$ cat src/rtl/md5_block_ctrl_pkg.sv
// Shared MD5 constants and helpers for the block sequencer and the step datapath.
package md5_block_ctrl_pkg;

  typedef enum logic [1:0] {
    ST_LOAD  = 2'd0,
    ST_ROUND = 2'd1,
    ST_FINAL = 2'd2
  } state_e;

  localparam logic [31:0] IV_A = 32'h67452301;
  localparam logic [31:0] IV_B = 32'hefcdab89;
  localparam logic [31:0] IV_C = 32'h98badcfe;
  localparam logic [31:0] IV_D = 32'h10325476;

  // K[i] = floor(|sin(i+1)| * 2^32)
  localparam logic [31:0] K [64] = '{
    32'hd76aa478, 32'he8c7b756, 32'h242070db, 32'hc1bdceee,
    32'hf57c0faf, 32'h4787c62a, 32'ha8304613, 32'hfd469501,
    32'h698098d8, 32'h8b44f7af, 32'hffff5bb1, 32'h895cd7be,
    32'h6b901122, 32'hfd987193, 32'ha679438e, 32'h49b40821,
    32'hf61e2562, 32'hc040b340, 32'h265e5a51, 32'he9b6c7aa,
    32'hd62f105d, 32'h02441453, 32'hd8a1e681, 32'he7d3fbc8,
    32'h21e1cde6, 32'hc33707d6, 32'hf4d50d87, 32'h455a14ed,
    32'ha9e3e905, 32'hfcefa3f8, 32'h676f02d9, 32'h8d2a4c8a,
    32'hfffa3942, 32'h8771f681, 32'h6d9d6122, 32'hfde5380c,
    32'ha4beea44, 32'h4bdecfa9, 32'hf6bb4b60, 32'hbebfbc70,
    32'h289b7ec6, 32'heaa127fa, 32'hd4ef3085, 32'h04881d05,
    32'hd9d4d039, 32'he6db99e5, 32'h1fa27cf8, 32'hc4ac5665,
    32'hf4292244, 32'h432aff97, 32'hab9423a7, 32'hfc93a039,
    32'h655b59c3, 32'h8f0ccc92, 32'hffeff47d, 32'h85845dd1,
    32'h6fa87e4f, 32'hfe2ce6e0, 32'ha3014314, 32'h4e0811a1,
    32'hf7537e82, 32'hbd3af235, 32'h2ad7d2bb, 32'heb86d391
  };

  // Rotate amounts, indexed by {round, step[1:0]}
  localparam logic [4:0] SHIFT [16] = '{
    5'd7, 5'd12, 5'd17, 5'd22,
    5'd5, 5'd9,  5'd14, 5'd20,
    5'd4, 5'd11, 5'd16, 5'd23,
    5'd6, 5'd10, 5'd15, 5'd21
  };

  // Message word index for step i; only i mod 16 matters inside each round
  function automatic logic [3:0] g_idx(input logic [5:0] i);
    logic [3:0] j;
    j = i[3:0];
    case (i[5:4])
      2'd0:    g_idx = j;
      2'd1:    g_idx = 4'(j * 4'd5 + 4'd1);
      2'd2:    g_idx = 4'(j * 4'd3 + 4'd5);
      default: g_idx = 4'(j * 4'd7);
    endcase
  endfunction

  function automatic logic [31:0] rotl(input logic [31:0] x, input logic [4:0] s);
    rotl = (x << s) | (x >> (6'd32 - {1'b0, s}));
  endfunction

endpackage

$ cat src/rtl/md5_block_ctrl_if.sv
// Word-input / hash-output bus between the message source and the block sequencer.
interface md5_block_ctrl_if;
  logic          init;
  logic          rdy;
  logic [0:31]   msg;
  logic [0:127]  hash_o;
  logic          rdy_o;
  logic          busy_o;

  modport master (output init, rdy, msg, input hash_o, rdy_o, busy_o);
  modport slave  (input init, rdy, msg, output hash_o, rdy_o, busy_o);
endinterface

$ cat src/rtl/md5_block_ctrl_core.sv
// md5_core: one combinational MD5 step, a_o = b + rotl(a + F(b,c,d) + m + t, s).
module md5_core
  import md5_block_ctrl_pkg::*;
(
  input  logic [31:0] a_i,
  input  logic [31:0] b_i,
  input  logic [31:0] c_i,
  input  logic [31:0] d_i,
  input  logic [31:0] m_i,
  input  logic [31:0] t_i,
  input  logic [4:0]  s_i,
  input  logic [1:0]  round_i,
  output logic [31:0] a_o
);
  logic [31:0] f, sum;

  // Round function select, then add/rotate/add
  always_comb begin
    f = '0;
    case (round_i)
      2'd0:    f = (b_i & c_i) | (~b_i & d_i);
      2'd1:    f = (b_i & d_i) | (c_i & ~d_i);
      2'd2:    f = b_i ^ c_i ^ d_i;
      default: f = c_i ^ (b_i | ~d_i);
    endcase
    sum = a_i + f + m_i + t_i;
    a_o = b_i + rotl(sum, s_i);
  end
endmodule

$ cat src/rtl/md5_block_ctrl.sv
// md5_block_ctrl: buffers a 16-word block, runs 64 md5_core steps (one per clock),
// folds the result into the chaining state and publishes the 128-bit hash.
module md5_block_ctrl
  import md5_block_ctrl_pkg::*;
(
  input  logic         clk,
  input  logic         rst,
  md5_block_ctrl_if.slave bus
);
  state_e       state_q;
  logic [3:0]   cnt_q;
  logic [5:0]   step_q;
  logic [31:0]  msg_q [16];
  logic [31:0]  ha_q, hb_q, hc_q, hd_q;   // chaining value
  logic [31:0]  a_q, b_q, c_q, d_q;       // working registers
  logic [127:0] hash_q;
  logic         rdy_q, busy_q;
  logic [3:0]   wr_idx;
  logic [31:0]  core_a;

  // init restarts the word count, so a word arriving with it lands in M[0]
  always_comb begin
    wr_idx = bus.init ? 4'd0 : cnt_q;
  end

  md5_core u_core (
    .a_i     (a_q),
    .b_i     (b_q),
    .c_i     (c_q),
    .d_i     (d_q),
    .m_i     (msg_q[g_idx(step_q)]),
    .t_i     (K[step_q]),
    .s_i     (SHIFT[{step_q[5:4], step_q[1:0]}]),
    .round_i (step_q[5:4]),
    .a_o     (core_a)
  );

  // Message buffer: written only in LOAD; contents need no reset since cnt gates use
  always_ff @(posedge clk) begin
    if (rst && state_q == ST_LOAD && bus.rdy)
      msg_q[wr_idx] <= bus.msg;
  end

  // Sequencer FSM with registered status outputs
  always_ff @(posedge clk) begin
    if (!rst) begin
      state_q <= ST_LOAD;
      cnt_q   <= '0;
      step_q  <= '0;
      ha_q    <= IV_A;
      hb_q    <= IV_B;
      hc_q    <= IV_C;
      hd_q    <= IV_D;
      a_q     <= '0;
      b_q     <= '0;
      c_q     <= '0;
      d_q     <= '0;
      hash_q  <= '0;
      rdy_q   <= 1'b0;
      busy_q  <= 1'b0;
    end else begin
      rdy_q <= 1'b0;
      case (state_q)
        ST_LOAD: begin
          if (bus.init) begin
            ha_q <= IV_A;
            hb_q <= IV_B;
            hc_q <= IV_C;
            hd_q <= IV_D;
          end
          if (bus.rdy) begin
            cnt_q <= wr_idx + 4'd1;   // wraps to 0 after word 15
            if (wr_idx == 4'd15) begin
              // word 15 cannot coincide with init, so chaining is current here
              a_q     <= ha_q;
              b_q     <= hb_q;
              c_q     <= hc_q;
              d_q     <= hd_q;
              step_q  <= '0;
              busy_q  <= 1'b1;
              state_q <= ST_ROUND;
            end
          end else if (bus.init) begin
            cnt_q <= '0;
          end
        end
        ST_ROUND: begin
          a_q    <= d_q;
          b_q    <= core_a;
          c_q    <= b_q;
          d_q    <= c_q;
          step_q <= step_q + 6'd1;
          if (step_q == 6'd63)
            state_q <= ST_FINAL;
        end
        ST_FINAL: begin
          ha_q    <= ha_q + a_q;
          hb_q    <= hb_q + b_q;
          hc_q    <= hc_q + c_q;
          hd_q    <= hd_q + d_q;
          hash_q  <= {ha_q + a_q, hb_q + b_q, hc_q + c_q, hd_q + d_q};
          rdy_q   <= 1'b1;
          busy_q  <= 1'b0;
          state_q <= ST_LOAD;
        end
        default: state_q <= ST_LOAD;
      endcase
    end
  end

  assign bus.hash_o = hash_q;
  assign bus.rdy_o  = rdy_q;
  assign bus.busy_o = busy_q;

endmodule

$ cat src/flat_wrapper.sv
// flat-port wrapper written by rule: the top's interface ports become plain ports
module md5_block_ctrl_flat import md5_block_ctrl_pkg::*;
  (clk, rst, bus_init, bus_rdy, bus_msg, bus_hash_o, bus_rdy_o, bus_busy_o);
  md5_block_ctrl_if bus_i ();
  input  logic clk;
  input  logic rst;
  input wire logic [$bits(bus_i.init)-1:0] bus_init;
  input wire logic [$bits(bus_i.rdy)-1:0] bus_rdy;
  input wire logic [$bits(bus_i.msg)-1:0] bus_msg;
  output wire logic [$bits(bus_i.hash_o)-1:0] bus_hash_o;
  output wire logic [$bits(bus_i.rdy_o)-1:0] bus_rdy_o;
  output wire logic [$bits(bus_i.busy_o)-1:0] bus_busy_o;
  assign bus_i.init = bus_init;
  assign bus_i.rdy = bus_rdy;
  assign bus_i.msg = bus_msg;
  assign bus_hash_o = bus_i.hash_o;
  assign bus_rdy_o = bus_i.rdy_o;
  assign bus_busy_o = bus_i.busy_o;
  md5_block_ctrl u_core (.clk(clk), .rst(rst), .bus(bus_i));
endmodule
$ cat config.mk
export PLATFORM = sky130hd
export DESIGN_NAME = md5_block_ctrl_flat
export DESIGN_NICKNAME = d
export VERILOG_FILES = /design/src/rtl/md5_block_ctrl_pkg.sv /design/src/rtl/md5_block_ctrl_if.sv /design/src/rtl/md5_block_ctrl_core.sv /design/src/rtl/md5_block_ctrl.sv /design/src/flat_wrapper.sv
export SDC_FILE = /design/constraint.sdc
export NUM_CORES = 2
export LEC_CHECK = 0
export ABC_CLOCK_PERIOD_IN_PS = 10900
export CAP_MARGIN = 5
export CORE_ASPECT_RATIO = 0.8
export CORE_MARGIN = 4
export CORE_UTILIZATION = 25
export CTS_BUF_LIST = sky130_fd_sc_hd__clkbuf_2 sky130_fd_sc_hd__clkbuf_4 sky130_fd_sc_hd__clkbuf_8
export DETAILED_ROUTE_END_ITERATION = 10
export PLACE_DENSITY = 0.45
export SYNTH_ARGS = -nofsm -noshare
export SYNTH_HDL_FRONTEND = slang
export SYNTH_SLANG_ARGS = --single-unit
export TNS_END_PERCENT = 5
$ cat constraint.sdc
create_clock -name clk -period 10.9 [get_ports clk]
set_input_delay 2.725 -clock clk [delete_from_list [all_inputs] [get_ports clk]]
set_output_delay 2.725 -clock clk [all_outputs]
set_load 0.02 [all_outputs]
### Yosys cells after proc, flatten, opt, wreduce, memory -nomap -nowiden

Memory sizes are Yosys's and may differ from the RTL's.
Index checks and enable logic that the tools add are counted.

* $lt $le $gt $ge: 2
* $mul: 3
* shift-type cells: 2
* equal/unequal tests: 10
* $add $sub $neg: 13
* reductions and logical operators: 10
* mux-type cells: 41
* bitwise logic cells: 15

Operators by type and width (number)
* 32-bit one-hot mux with 2 select lines: 8
* 32-bit 2-to-1 mux: 14
* 32-bit adder: 8
* 32-bit bitwise AND: 4
* 32-bit bitwise OR: 4
* 32-bit one-hot mux with 3 select lines: 1
* 32-bit bitwise XOR: 3
* 32-bit inverter: 2
* 32-bit by 5-bit << shifter with 32-bit output: 1
* 32-bit by 6-bit >> shifter with 32-bit output: 1
* 6-bit 2-to-1 mux: 2
* 4-bit one-hot mux with 3 select lines: 1
* 6-bit one-hot mux with 2 select lines: 1
* 5-bit 2-to-1 mux: 2
* 3-bit AND reduction: 3
* 4-bit by 1-bit adder with 4-bit output (second input constant): 2
* 4-bit by 3-bit multiplier with 4-bit output (second input constant): 2
* 4-bit 2-to-1 mux: 2
* 7-bit greater-or-equal comparator (second input constant): 1
* 6-bit inverter with 7-bit output: 1
* 6-bit by 1-bit adder with 6-bit output (second input constant): 1
* 6-bit equality test (second input constant): 1
* 2-bit 2-to-1 mux: 3
* 6-bit by 5-bit subtractor with 6-bit output (first input constant): 1
* 16 further kinds: 27

* output and inout bits: 130
* memory bits (read-only): 2128
* register bits: 398
* memories: 3
* logic and storage cells: 113
* input port bits: 36
* RAM bits: 512

Memory list
* (name not given): words 64, bits a word 32, rd ports 1, clocked after Yosys merged registers in 0, wr ports 0, line md5_block_ctrl.sv:32 `.t_i (K[step_q]),`
* u_core.msg_q: words 16, bits a word 32, rd ports 1, clocked after Yosys merged registers in 0, wr ports 1, line md5_block_ctrl.sv:13 `logic [31:0] msg_q [16];`
* (name not given): words 16, bits a word 5, rd ports 1, clocked after Yosys merged registers in 0, wr ports 0, line md5_block_ctrl.sv:33 `.s_i (SHIFT[{step_q[5:4], step_q[1:0]}]),`

### Depth between registers and ports, before layout

* depth after elaboration: 11
* gate-level depth with buffers: 48
* depth with buffers taken out: 46

### Cells and area by module

From an unflattened synthesis, not the netlist that was laid out.

* cell total of the unflattened synthesis: 5306
* area, all modules: 54534.8 um2

By module, submodules not included
* md5_block_ctrl: area an instance 43400.4 um2, sequential area each 23342.4 um2, cells each 3781, times used 1
* md5_core: area an instance 11134.4 um2, sequential area each 0.0 um2, cells each 1525, times used 1

### Least setup slack after synthesis

OpenSTA, ideal clock, no wires.

* path type: reg-to-reg
* from: reg u_core.step_q[0]
* to: reg u_core.b_q[30]
* data arrival time: 10.987 ns
* cell stages (with the launch flop): 46
* slack: -0.214 ns
* path buffers: 6
* required time: 10.772 ns
* library setup time: 0.128 ns
* clock period less this slack: 11.114 ns
* cell sequence: dfxtp_1 > clkbuf_1 > inv_1 > clkbuf_1 > ha_1 > clkbuf_1 > nand2_1 > nand3_1 > buf_2 > buf_1 > clkbuf_1 > mux4_2 > a211oi_1 > a31oi_1 > fa_1 > inv_1 > fa_1 > inv_1 > (+10 left out) > a21oi_1 > mux2_2 > o21ai_0 > ha_1 > fa_1 > a21o_1 > a21o_1 > a2111oi_0 > o31ai_1 > o31a_1 > a31o_2 > a211oi_1 > o21ai_0 > a21oi_1 > o21ai_0 > xor2_1 > a21oi_1 > nor2_1

* word-level cells in the longest chain between the ends: 10
* elaborated cells on any way between the ends: 23
* classes of those cells: add/sub (6); mul (3); shift (2); mux (6); bitwise (3); memory (3)

RTL lines
* start, declared: line md5_block_ctrl.sv:12 `logic [5:0] step_q;`
* start signal, assigned: line md5_block_ctrl.sv:92 `step_q <= step_q + 6'd1;`
* 4-bit by 2-bit multiplier with 4-bit output or 4-bit by 3-bit multiplier with 4-bit output (tied branches): line md5_block_ctrl_pkg.sv:50, md5_block_ctrl_pkg.sv:49
* 4-bit by 3-bit adder with 4-bit output or 4-bit by 1-bit adder with 4-bit output (tied branches): line md5_block_ctrl_pkg.sv:50, md5_block_ctrl_pkg.sv:49
* 4-bit one-hot mux with 3 select lines: line md5_block_ctrl_pkg.sv:47 `case (i[5:4])`
* memory 16 x 32 bit
* 32-bit adder (2 in a row): line md5_block_ctrl_core.sv:26 `sum = a_i + f + m_i + t_i;`
* 32-bit by 6-bit >> shifter with 32-bit output or 32-bit by 5-bit << shifter with 32-bit output (tied branches): line md5_block_ctrl_pkg.sv:56 `rotl = (x << s) | (x >> (6'd32 - {1'b0, s}));`
* 32-bit bitwise OR (*): line md5_block_ctrl_pkg.sv:56
* 32-bit adder (*): line md5_block_ctrl_core.sv:27 `a_o = b_i + rotl(sum, s_i);`
* 32-bit one-hot mux with 2 select lines (*): line md5_block_ctrl.sv:63 `case (state_q)`
* end signal, assigned: line md5_block_ctrl.sv:76 `b_q <= hb_q;`
* end signal, assigned: line md5_block_ctrl.sv:89 `b_q <= core_a;`
* end, declared: line md5_block_ctrl.sv:15 `logic [31:0] a_q, b_q, c_q, d_q;`

Mark *: on every way between the ends. The rest lies on a longest branch, timed or not. The select of a mux whose other input is x is not followed.
A chain may end at the register's enable or synchronous reset.

### Worst setup path in the final report

* from: reg u_core.step_q[2]
* to: reg u_core.b_q[30]

* word-level cells in the longest chain between the ends: 10
* elaborated cells on any way between the ends: 18
* classes of those cells: add/sub (5); mul (3); shift (2); mux (4); bitwise (2); memory (2)

RTL lines (line)
* 4-bit by 2-bit multiplier with 4-bit output or 4-bit by 3-bit multiplier with 4-bit output (tied branches): md5_block_ctrl_pkg.sv:50, md5_block_ctrl_pkg.sv:49
* 4-bit by 3-bit adder with 4-bit output or 4-bit by 1-bit adder with 4-bit output (tied branches): md5_block_ctrl_pkg.sv:50, md5_block_ctrl_pkg.sv:49
* 4-bit one-hot mux with 3 select lines: md5_block_ctrl_pkg.sv:47
* memory 16 x 32 bit
* 32-bit adder: md5_block_ctrl_core.sv:26
* 32-bit adder (*): md5_block_ctrl_core.sv:26
* 32-bit by 6-bit >> shifter with 32-bit output or 32-bit by 5-bit << shifter with 32-bit output (tied branches): md5_block_ctrl_pkg.sv:56
* 32-bit bitwise OR (*): md5_block_ctrl_pkg.sv:56
* 32-bit adder (*): md5_block_ctrl_core.sv:27
* 32-bit one-hot mux with 2 select lines (*): md5_block_ctrl.sv:63

Marks and branches as above.

==> key figures <==
Status
  • Status: finished clean

Timing
  • Relative slew margins: 21.0%
  • Slew Limit Fails: 0
  • Final hold vios: 0
  • Final period util: 94.1%
  • Worst Tran Pin Value: around 1.2 ns
  • Unrepaired setup endpoints after global routing: false
  • Highest clock rate: 97.5 MHz
  • Setup Skew: 0.0644 ns
  • Final setup TNS: 0 ns
  • Tmin final: 10.26 ns
  • Setup violators final: 0

Global route
  • Gr usage total: 18.6%
  • Grt ovf: 0
  • First-pass GRT wire length: around 300 mm
  • Vias in the first global route: 43200
  • Largest net degree at the start of global routing: 167
  • Initial antenna violation count: 9

Place
  • Placer Congestion: 0.949
  • Placed insts: 8570
  • PortBufs: 165
  • Cell Area, Placed: ~0.06 mm2
  • DP HPWL: 149 mm

Layout
  • Area Overhead vs Synth: 20.5%
  • Share of layout cells above drive strength 1: 15.4%
  • Design area: 0.0636 mm2
  • Nets: 6246
  • Final Util: just over 30%
  • Fillcell total: 21900
  • Non-filler cells, final: 8857

CTS
  • Clk pin slew, worst setup/hold paths: 0.06 ns
  • Deepest level of the CTS H-tree: 4
  • Hold buffers post-CTS: 0
  • Maximum clock path buffer count: 3
  • Root buffer cell: clkbuf_8
  • Inserted Clock Buffers: 156
  • CTS tree: done
  • Clk sinks: 910
  • Clk_lat worst skew: about 0.91 ns

Logic synthesis
  • Most area-consuming cells after synthesis: edfxtp_1, dfxtp_1, nand2_1
  • EDFF count, synth: ~500
  • Mapped Nets: about 5800
  • Avg Inst Size Synth: around 9.6 um2
  • Netlist cell types: 96
  • Sequential share of the synthesized area: 44.3%
  • Ys Warns: 0
  • Ys async rst share: 0%
  • Yosys top cell by area: edfxtp_1
  • Synth top area share: 29.1%
  • Syn Inst Count: 5517
  • Yosys reg bits: between 900 and 1000
  • Synth Flop Type: edfxtp_1
  • Synth Cell Area: 0.0527 mm2

Critical path
  • Worst Path Max Fanout: 16
  • CP Launch Type: flop
  • Slowest stage delay, CP: 0.53 ns
  • Slowest stage cell, crit path: fa_1
  • Crit path kind: flop to flop
  • Cell mode on critical path: a21oi_1
  • Crit path DAT: 11.01 ns
  • Crit path capture type: flop
  • Worst EP required: approximately 12 ns
  • R2R cell count: 50

Route
  • WL final: 210 mm
  • Antenna viol nets, final: 0
  • Vias: between 40000 and 50000
  • Initial drt markers: 4089
  • WL per Instance: 23.7 um
  • Vias per cell: 5.11
  • Residual DRC count: 0
  • DRT Pass-1 Iters: 7

Worst hold path
  • Worst hold path class: flop to flop
  • Worst hold stages: 2

Floorplanning
  • Row count: 150
  • Chip Width: 522 um
  • Die Y: 419 um
  • # IOs: 166
  • Die area: 0.218 mm2
  • Core footprint: 0.209 mm2
  • Initial Utilization: roughly 25%

Power and ir drop
  • Leak: about 24 nW
  • Peak VDD IR: 0.110 mV
  • Power Dens Cells: 117 mW/mm2

Flow run
  • Maxcap violations: 0
## cell type report
type                       count  area (um2)  share of cell area [%]
multi-input combinational   4032       27500                    43.3
antenna                        7        17.5                  0.0276
sequential                   910       23400                    36.7
inverter                     241         916                    1.44
timing repair buffer         583        5010                    7.88
clock buffer                 224        2780                    4.38
tap                         2812        3520                    5.54
clock inverter                48         439                   0.691
## final timing paths
path	slack, ns	endpoint	start
max	0.64	u_core.b_q[30]	u_core.step_q[2]
min	0.44	u_core.bus.hash_o[108]	u_core.bus.hash_o[108]
max reg2reg	0.64	u_core.b_q[30]	u_core.step_q[2]
min reg2reg	0.44	u_core.bus.hash_o[108]	u_core.bus.hash_o[108]
## critical path, delay by kind of cell, from the launching register on
family,cells,cell delay [ns]
fa+ha+maj,7,2.53
mux,1,0.18
flops,1,0.37
simple gates,4,0.41
xor+xnor,4,0.60
buf+inv,10,1.43
compound gates,24,4.59
## where the power goes
group	switching, W	internal [W]
registers	0.00000212	0.00363
logic	0.000315	0.000215
clock network	0.00156	0.00172
total	0.00188	0.00556
## per-stage QoR
step	hold WS [ns]	setup slack (ns)	total power (W)
2_1_floorplan	0.435	0.0650	0.00395
3_3_place_gp	0.431	0.212	0.00422
3_5_place_dp	0.437	0.0289	0.00422
4_1_cts	0.447	0.176	0.00754
5_1_grt	0.471	0.0201	0.00775
6_report	0.445	0.641	0.00744
## state kept, by name (all words and copies together), names as in the netlist, 2 cells and up
signal	cells
u_core.ha_q	32
u_core.hd_q	32
u_core.hb_q	32
u_core.cnt_q	4
u_core.d_q	32
u_core.bus.hash_o	128
u_core.msg_q	512
u_core.c_q	32
u_core.hc_q	32
u_core.state_q	2
u_core.step_q	6
u_core.b_q	32
u_core.a_q	32
## layout by cell type, fill, tap and decap left out, types with 16 or more instances in the layout
master / count
o21ai_0: 388
a311oi_1: 80
nor2b_1: 26
a211oi_1: 83
nand2_1: 818
dfxtp_1: 393
clkinv_1: 22
a22oi_1: 16
a21oi_1: 522
fa_1: 69
and2_1: 44
buf_4: 400
o21a_1: 39
nor3_1: 66
mux2i_1: 38
o211ai_1: 91
a31oi_1: 101
edfxtp_1: 512
o22ai_1: 19
nand3_1: 111
nand2b_1: 38
clkdlybuf4s50_1: 164
and3_1: 24
xnor2_1: 138
a22o_1: 19
clkbuf_4: 48
ha_1: 215
inv_1: 234
buf_12: 18
a21o_1: 101
xor2_1: 62
o21bai_1: 21
o221a_2: 18
mux4_2: 133
nor2_1: 454
nor2_4: 19
clkbuf_8: 176
## Yosys cell counts (19+ instances only)
cell type	count
nand2_1	818
a21oi_1	525
edfxtp_1	512
nor2_1	474
dfxtp_1	398
o21ai_0	390
clkbuf_1	257
inv_1	235
ha_1	217
xnor2_1	141
mux4_2	133
nand3_1	112
a31oi_1	104
a21o_1	101
o211ai_1	91
a211oi_1	88
a311oi_1	80
fa_1	69
nor3_1	66
xor2_1	63
buf_1	51
and2_1	44
nand2b_1	40
o21a_1	40
mux2i_1	39
nor2b_1	28
and3_1	25
o21bai_1	21
a22o_1	19
o22ai_1	19
## what timing repair did
action,4_1_cts,5_1_grt
gates resized for setup,1,32
buffers inserted,0,8
endpoints found under the setup margin,1,12
cloned,0,0
pin swaps,0,9
## logic make-up after synthesis
logic type      count (synthesis)  share of synthesized area, %
mux                           182                          6.63
fa+ha+maj                     287                          7.78
buf+inv                       575                          4.35
compound gates               1672                          20.0
xor+xnor                      205                          3.43
flops                         910                          44.3
simple gates                 1686                          13.6
## layer usage
| metal | routed length (um) | GRT usage [%] | vias to the layer above |
|---|---|---|---|
| met2 | 90000 | 27.8 | 1482 |
| li1 | - | - | 21000 |
| met3 | 13200 | 3.05 | 251 |
| met4 | 4310 | 4.38 | 2 |
| met1 | 102000 | 27.8 | 22500 |
| met5 | 13 | 0 | - |
No activity file was read; power rests on OpenSTA's default activity.
